File: src/rtl/blink_pkg.sv
// Shared types and default parameters for the blink sequencer.
package blink_pkg;

    typedef enum logic [1:0] {
        IDLE = 2'd0,
        ON   = 2'd1,
        OFF  = 2'd2
    } blink_state_t;

    localparam int unsigned TICK_BIT_DEF = 10;
    localparam int unsigned LEN_W_DEF    = 8;
    localparam int unsigned REP_W_DEF    = 4;

endpackage

File: src/rtl/tick_gen.sv
// Rising-edge strobe on one bit of the shared free-running counter, gated by ena.
module tick_gen
    import blink_pkg::*;
#(
    parameter int unsigned TICK_BIT = TICK_BIT_DEF
) (
    input  logic        clk,
    input  logic        rst_n,
    input  logic        ena,
    input  logic [15:0] current_count,
    output logic        tick
);

    logic prev_bit_q;
    logic unused_count;

    // Only one bit is sampled; the reduction keeps the rest of the bus visibly consumed.
    assign unused_count = ^current_count;

    // prev_bit tracks the counter bit every cycle, even while ena is low.
    always_ff @(posedge clk) begin
        if (!rst_n) begin
            prev_bit_q <= 1'b0;
        end else begin
            prev_bit_q <= current_count[TICK_BIT];
        end
    end

    assign tick = ena & current_count[TICK_BIT] & ~prev_bit_q;

endmodule

File: src/rtl/blink_sequencer.sv
// Commanded on/off/repeat blink controller timed by ticks derived from the shared counter.
module blink_sequencer
    import blink_pkg::*;
#(
    parameter int unsigned TICK_BIT = TICK_BIT_DEF,
    parameter int unsigned LEN_W    = LEN_W_DEF,
    parameter int unsigned REP_W    = REP_W_DEF
) (
    input  logic             clk,
    input  logic             rst_n,
    input  logic             ena,
    input  logic [15:0]      current_count,
    input  logic             cmd_valid,
    output logic             cmd_ready,
    input  logic [LEN_W-1:0] cmd_on,
    input  logic [LEN_W-1:0] cmd_off,
    input  logic [REP_W-1:0] cmd_reps,
    input  logic             abort,
    output logic             blink_out,
    output logic             busy,
    output logic             done
);

    blink_state_t     state_q, state_d;
    logic [LEN_W-1:0] on_len_q, on_len_d;
    logic [LEN_W-1:0] off_len_q, off_len_d;
    logic [LEN_W-1:0] phase_q, phase_d;
    logic [REP_W-1:0] reps_q, reps_d;
    logic [REP_W-1:0] rep_cnt_q, rep_cnt_d;

    logic blink_q, blink_d;
    logic busy_q, busy_d;
    logic done_q, done_d;
    logic done_evt;
    logic tick;
    logic accept;

    tick_gen #(
        .TICK_BIT (TICK_BIT)
    ) u_tick_gen (
        .clk           (clk),
        .rst_n         (rst_n),
        .ena           (ena),
        .current_count (current_count),
        .tick          (tick)
    );

    assign cmd_ready = rst_n & ena & ~abort & (state_q == IDLE);
    assign accept    = cmd_valid & cmd_ready;

    always_ff @(posedge clk) begin
        if (!rst_n) begin
            state_q   <= IDLE;
            on_len_q  <= '0;
            off_len_q <= '0;
            phase_q   <= '0;
            reps_q    <= '0;
            rep_cnt_q <= '0;
        end else begin
            state_q   <= state_d;
            on_len_q  <= on_len_d;
            off_len_q <= off_len_d;
            phase_q   <= phase_d;
            reps_q    <= reps_d;
            rep_cnt_q <= rep_cnt_d;
        end
    end

    // Tick already carries ena, so with ena low only abort can move the FSM.
    always_comb begin
        state_d   = state_q;
        on_len_d  = on_len_q;
        off_len_d = off_len_q;
        phase_d   = phase_q;
        reps_d    = reps_q;
        rep_cnt_d = rep_cnt_q;
        done_evt  = 1'b0;

        if (abort) begin
            state_d   = IDLE;
            phase_d   = '0;
            rep_cnt_d = '0;
        end else if (accept) begin
            on_len_d  = (cmd_on == '0) ? LEN_W'(1) : cmd_on;
            off_len_d = (cmd_off == '0) ? LEN_W'(1) : cmd_off;
            reps_d    = cmd_reps;
            phase_d   = '0;
            rep_cnt_d = '0;
            if (cmd_reps == '0) begin
                done_evt = 1'b1;
            end else begin
                state_d = ON;
            end
        end else if (tick) begin
            unique case (state_q)
                ON: begin
                    if (phase_q == on_len_q - LEN_W'(1)) begin
                        state_d = OFF;
                        phase_d = '0;
                    end else begin
                        phase_d = phase_q + LEN_W'(1);
                    end
                end
                OFF: begin
                    if (phase_q == off_len_q - LEN_W'(1)) begin
                        phase_d = '0;
                        if (rep_cnt_q == reps_q - REP_W'(1)) begin
                            state_d   = IDLE;
                            rep_cnt_d = '0;
                            done_evt  = 1'b1;
                        end else begin
                            state_d   = ON;
                            rep_cnt_d = rep_cnt_q + REP_W'(1);
                        end
                    end else begin
                        phase_d = phase_q + LEN_W'(1);
                    end
                end
                default: ;
            endcase
        end
    end

    // Outputs are registered from the next state so they line up with the state register.
    always_comb begin
        blink_d = (state_d == ON);
        busy_d  = (state_d != IDLE);
        done_d  = done_evt;
    end

    always_ff @(posedge clk) begin
        if (!rst_n) begin
            blink_q <= 1'b0;
            busy_q  <= 1'b0;
            done_q  <= 1'b0;
        end else begin
            blink_q <= blink_d;
            busy_q  <= busy_d;
            done_q  <= done_d;
        end
    end

    assign blink_out = blink_q;
    assign busy      = busy_q;
    assign done      = done_q;

endmodule
File: config.mk
export PLATFORM = sky130hd
export DESIGN_NAME = blink_sequencer
export DESIGN_NICKNAME = d
export VERILOG_FILES = /design/src/rtl/blink_pkg.sv /design/src/rtl/tick_gen.sv /design/src/rtl/blink_sequencer.sv
export SDC_FILE = /design/constraint.sdc
export NUM_CORES = 1
export LEC_CHECK = 0
export CORE_MARGIN = 4
export CORE_UTILIZATION = 45
export CTS_BUF_LIST = sky130_fd_sc_hd__clkbuf_8 sky130_fd_sc_hd__clkbuf_16
export DETAILED_ROUTE_END_ITERATION = 10
export PLACE_DENSITY_LB_ADDON = 0.05
export SKIP_LAST_GASP = 1
export SLEW_MARGIN = 0
export SYNTH_ARGS = -nofsm -noshare
export SYNTH_HDL_FRONTEND = slang
export SYNTH_HIERARCHICAL = 1
export SYNTH_SLANG_ARGS = --single-unit
File: constraint.sdc
create_clock -name clk -period 2.4 [get_ports clk]
set_input_delay 0.36 -clock clk [delete_from_list [all_inputs] [get_ports clk]]
set_output_delay 0.36 -clock clk [all_outputs]
set_load 0.03 [all_outputs]
==> impl_metrics.py, run 1 <==
metrics = {
    "grt": {
        "grt_pass1_vias": 2083,
        "grt_max_degree": 27,
        "track_usage": 0.182,
        "antenna_found_initial": 0,
        "grt_pass1_wl_um": 9600,
        "grt_overflow": 0,
    },
    "min_path": {
        "hp-start": "reps_q[3]",
        "hold_end": "reps_q[3]",
        "hold_class": "flop to flop",
        "min_path_cells": 2,
    },
    "power_and_ir_drop": {
        "vdd_drop_max_mv": 0.304,
        "power_leakage_nw": 1.13,
        "power_mw": 1.24,
        "p_per_area_nw_per_um2": 414,
    },
    "placement": {
        "gp_congestion": 0.892,
        "hpwlAfterDp_um": 4340,
        "io_buffers": 29,
    },
    "sta": {
        "setup_tns_ns": 0,
        "hold_violations": 0,
        "setup_violations": 0,
        "final_max_slew_viol_count": 0,
        "finalClockSkew_ns": 0.00622,
        "worst_pin_slew_ns": 0.410,
        "max_freq_ghz": 0.458,
        "rsz0062_at_grt": "no",
        "relSlewSlack": 0.726,
        "finalCriticalPeriod_ns": 2.18,
        "post-route-period-util": 0.910,
    },
    "worst_setup_path": {
        "rrSetupSlack_ns": 0.22,
        "worstSetupStartpointType": "flop",
        "cpMaxStageDelayCell": "nor4_4",
        "regToRegStartpoint": "off_len_q[1]",
        "cp_max_fo": 5,
        "path_class": "flop to flop",
        "cp_cell_sequence": "inv_1 -> ha_1 -> nor3b_4 -> a21oi_1 -> nor4_4 -> o2111a_2 -> and2_1 -> nor3_1",
        "critPathArrivalTime_ns": 2.35,
        "slowest_delay_ns": 0.41,
        "cp-end-kind": "flop",
        "reg2regPathDepth": 8,
        "r2r_end": "phase_q[6]",
        "worst_ep_required_time_ns": 2.56,
    },
    "drt": {
        "ant_nets": 0,
        "wl_um": 5700,
        "drtPass1Iterations": 4,
        "vias": 2211,
        "wl_per_cell_um": 13.8,
        "drc": 0,
        "viasPerCell": 5.35,
        "drt_iter0_drc": 106,
    },
    "clock_tree": {
        "cts_root_buf": "clkbuf_8",
        "clockBufferDepth": 2,
        "clock_sinks": 38,
        "cts_buffers": 5,
        "cts_hold_buf": 0,
        "path_clk_slew_ns": 0.07,
        "clk_latency_ns": 0.29,
        "htreeDepth": 2,
        "cts_tree": "built",
    },
    "layout": {
        "antenna-diode-count": 0,
        "area_delta_synth_final_pct": 20.4,
        "layout.nets": 392,
        "final_cell_mix": "56 x nand2_1, 38 x dfxtp_1, 28 x clkdlybuf4s50_1",
        "fill_cells": 513,
        "layout-drive-gt1-share": 0.114,
        "final_common_cell": "nand2_1",
    },
    "logic_synthesis": {
        "yosys.area.top_type_share": 0.305,
        "synthTopCellsByArea": "dfxtp_1 30%, nand2_1 8.4%, xor2_1 6.0%",
        "synth-seq-cells": 38,
        "syn_inst": 307,
        "async_flop_share": 0,
        "synth.avg_cell_area_um2": 8.13,
        "synthFlopType": "dfxtp_1",
        "ys_types": 59,
        "synth-edff-count": 0,
        "synth.yosys.seq_area_share": 0.305,
        "syn-cell-area_um2": 2500,
        "yosys_warnings": 6,
        "synth_top_area_cell": "dfxtp_1",
        "syn_nets": 356,
    },
    "die": {
        "dieArea_um2": 6800,
        "initial_core_util": 0.477,
        "rows": 26,
        "ios": 45,
        "die_y_um": 82.5,
        "dieWidth_um": 82.5,
        "core_area_um2": 5240,
    },
    "run": {
        "maxCapViolations": 0,
    },
    "status": {
        "status": "completed",
    },
}
## cells by family after synthesis
group / share of synthesized area
AO/OA/AOI/OAI: 0.208
XOR/XNOR: 0.105
adder cells (fa/ha/maj): 0.0401
buffers and inverters: 0.0531
flip-flops: 0.305
AND/OR/NAND/NOR: 0.289
## Yosys cell counts, drive strengths merged, types with 2 or more instances
cell type / number
nand3b: 2
or3: 5
xor2: 17
nand4: 10
o21ai: 7
and3b: 2
nand2b: 5
clkbuf: 9
a31oi: 2
ha: 8
dfxtp: 38
xnor2: 13
nor2: 11
inv: 11
a21oi: 12
nor2b: 2
nand2: 56
and2: 5
and3: 7
o211ai: 3
a31o: 2
nand3: 4
a21boi: 19
nor3: 13
o22ai: 3
o2111ai: 3
buf: 9
nor3b: 2
nor4: 8
## how the worst max path moves through the flow
stage	from	to	slack [ns]
floorplan	on_len_q[0]	busy	0.18
global placement	rst_n	blink_out	0.16
detailed placement	rst_n	blink_out	0.13
CTS	off_len_q[1]	phase_q[6]	0.17
global route	off_len_q[1]	phase_q[6]	0.03
finish	off_len_q[1]	phase_q[6]	0.22
## power by group
group	switching, mW	internal, mW	total, mW
clock network	0.222	0.195	0.417
logic	0.0810	0.0959	0.177
registers	0.0101	0.639	0.649
total	0.313	0.930	1.24
## per-layer routing
layer / up-vias / share of wire / GRT usage
met2: 40 / 0.44 / 0.282
met3: 4 / 0.042 / 0.0325
li1: 1159 / - / -
met5: - / 0 / 0
met4: 0 / 0.0051 / 0.0399
met1: 1008 / 0.51 / 0.262
## worst max-delay path, delay by kind of cell (launching register included)
family / cells / cell delay (ns)
AO/OA/AOI/OAI: 2 / 0.48
adder cells (fa/ha/maj): 1 / 0.20
buffers and inverters: 1 / 0.06
flip-flops: 1 / 0.34
AND/OR/NAND/NOR: 4 / 0.98
## cell type report
type | instances | area [um2] | share of cell area
multi-input combinational | 241 | 1620 | 0.539
sequential | 38 | 761 | 0.253
timing repair buffer | 46 | 415 | 0.138
tap | 70 | 87.6 | 0.0292
clock buffer | 5 | 68.8 | 0.0229
inverter | 11 | 41.3 | 0.0137
clock inverter | 2 | 10.0 | 0.00333
## through the flow
stage | instance area (um2) | instances | util | hold WS, ns | worst slack (ns)
after global placement | 2890 | 403 | 0.552 | 0.463 | 0.157
after global routing | 3000 | 413 | 0.574 | 0.505 | 0.0313
after floorplan | 2500 | 307 | - | 0.455 | 0.180
after detailed placement | 2890 | 403 | 0.552 | 0.473 | 0.127
after CTS | 2970 | 410 | 0.567 | 0.483 | 0.175
final | 3000 | 413 | 0.574 | 0.476 | 0.216
## timing repair
item                       in CTS  in global routing
hold endpoints to repair        0                  0
resized for setup               0                  1
setup endpoints to repair       0                  7
buffers inserted                0                  2
## state kept, by name (all words and copies together), names as in the netlist, 2 cells and up
| register | count |
|---|---|
| phase_q | 8 |
| state_q | 2 |
| reps_q | 4 |
| on_len_q | 8 |
| off_len_q | 8 |
| rep_cnt_q | 4 |
(Power assumes the default switching activity.)
==> inputs of run 2 (changes only) <==
--- a/config.mk
+++ b/config.mk
@@ -10,6 +10,7 @@
 export CTS_BUF_LIST = sky130_fd_sc_hd__clkbuf_8 sky130_fd_sc_hd__clkbuf_16
 export DETAILED_ROUTE_END_ITERATION = 10
 export PLACE_DENSITY_LB_ADDON = 0.05
+export SETUP_SLACK_MARGIN = 0.05
 export SKIP_LAST_GASP = 1
 export SLEW_MARGIN = 0
 export SYNTH_ARGS = -nofsm -noshare
==> impl_metrics.py, run 2 (same netlist as run 1, synthesis figures left out) <==
metrics = {
    "status": {
        "status": "completed",
    },
    "grt": {
        "grt_overflow": 0,
        "antenna_found_initial": 0,
        "grt_max_degree": 27,
        "grt_pass1_vias": 2083,
        "grt_pass1_wl_um": 9600,
        "track_usage": 0.182,
    },
    "worst_setup_path": {
        "cp_max_fo": 5,
        "path_class": "flop to flop",
        "critPathArrivalTime_ns": 2.32,
        "cp-end-kind": "flop",
        "worst_ep_required_time_ns": 2.56,
        "worstSetupStartpointType": "flop",
    },
    "sta": {
        "rsz0062_at_grt": "no",
        "worst_pin_slew_ns": 0.408,
        "post-route-period-util": 0.902,
        "hold_violations": 0,
        "finalCriticalPeriod_ns": 2.17,
        "finalClockSkew_ns": 0.00497,
        "setup_violations": 0,
        "final_max_slew_viol_count": 0,
        "setup_tns_ns": 0,
        "max_freq_ghz": 0.462,
        "relSlewSlack": 0.727,
    },
    "clock_tree": {
        "cts_root_buf": "clkbuf_8",
        "clockBufferDepth": 2,
        "cts_buffers": 5,
        "cts_hold_buf": 0,
        "clk_latency_ns": 0.29,
        "clock_sinks": 38,
        "path_clk_slew_ns": 0.07,
        "htreeDepth": 2,
        "cts_tree": "built",
    },
    "power_and_ir_drop": {
        "power_leakage_nw": 1.15,
        "p_per_area_nw_per_um2": 413,
        "vdd_drop_max_mv": 0.305,
    },
    "layout": {
        "area_delta_synth_final_pct": 21.2,
        "final_common_cell": "nand2_1",
        "final_cell_mix": "56 x nand2_1, 38 x dfxtp_1, 28 x clkdlybuf4s50_1",
        "layout-drive-gt1-share": 0.119,
        "layout.nets": 393,
        "post-route-util": 0.578,
        "reg_top3": "off_len_q x8, on_len_q x8, phase_q x8",
        "antenna-diode-count": 0,
    },
    "die": {
        "ios": 45,
        "dieArea_um2": 6800,
        "initial_core_util": 0.477,
        "dieWidth_um": 82.5,
        "rows": 26,
        "die_y_um": 82.5,
        "core_area_um2": 5240,
    },
    "drt": {
        "wl_per_cell_um": 13.9,
        "ant_nets": 0,
        "drt_iter0_drc": 85,
        "wl_um": 5760,
        "vias": 2243,
        "viasPerCell": 5.42,
        "drc": 0,
        "drtPass1Iterations": 4,
    },
    "run": {
        "maxCapViolations": 0,
    },
    "min_path": {
        "hold_class": "flop to flop",
    },
    "placement": {
        "io_buffers": 29,
        "gp_congestion": 0.892,
        "hpwlAfterDp_um": 4340,
    },
}
==> run 2: power breakdown <==
group,switching (mW),internal (mW)
logic,0.0816,0.0978
clock network,0.224,0.195
registers,0.0106,0.639
==> run 2: critical path, stage by stage, from the launching register on <==
cell and delay, ns:
dfxtp_1 0.42, inv_1 0.06, ha_1 0.22, xor2_1 0.16
nor2_1 0.07, o21ba_1 0.22, o2111a_2 0.33, buf_4 0.15
a221oi_2 0.29, o211ai_1 0.12
==> run 2: per-stage QoR <==
step           total power [mW]  setup slack [ns]  hold slack, ns  std cells  instance area (um2)
2_1_floorplan             0.761             0.180           0.455        307                 2500
3_3_place_gp              0.837             0.157           0.463        403                 2890
3_5_place_dp              0.839             0.127           0.473        403                 2890
4_1_cts                    1.26             0.175           0.483        410                 2970
5_1_grt                    1.31            0.0258           0.505        414                 3030
6_report                   1.25             0.235           0.476        414                 3030
==> run 2: cell type report <==
type	instances	area, um2
timing repair buffer	47	423
multi-input combinational	241	1630
fill	512	2210
inverter	11	41.3
clock buffer	5	68.8
sequential	38	761
tap	70	87.6
clock inverter	2	10.0
==> run 2: final timing paths <==
kind                            cells after the start  slack [ns]   endpoint         start
worst max-delay path                                9        0.23       busy  off_len_q[1]
worst min-delay path                                2        0.48  reps_q[3]     reps_q[3]
worst max register to register                      9        0.23       busy  off_len_q[1]
worst min register to register                      2        0.48  reps_q[3]     reps_q[3]
==> run 2: repair_timing <==
item	4_1_cts	5_1_grt
gates resized for setup	0	3
endpoints found under the setup margin	0	11
setup buffers	0	3
==> run 2: layer usage <==
metal | vias to the layer above | routed length, um | GRT usage
li1 | 1165 | - | -
met1 | 1026 | 2930 | 0.262
met2 | 48 | 2530 | 0.282
met3 | 4 | 278 | 0.0325
met4 | 0 | 29 | 0.0399
met5 | - | 0 | 0
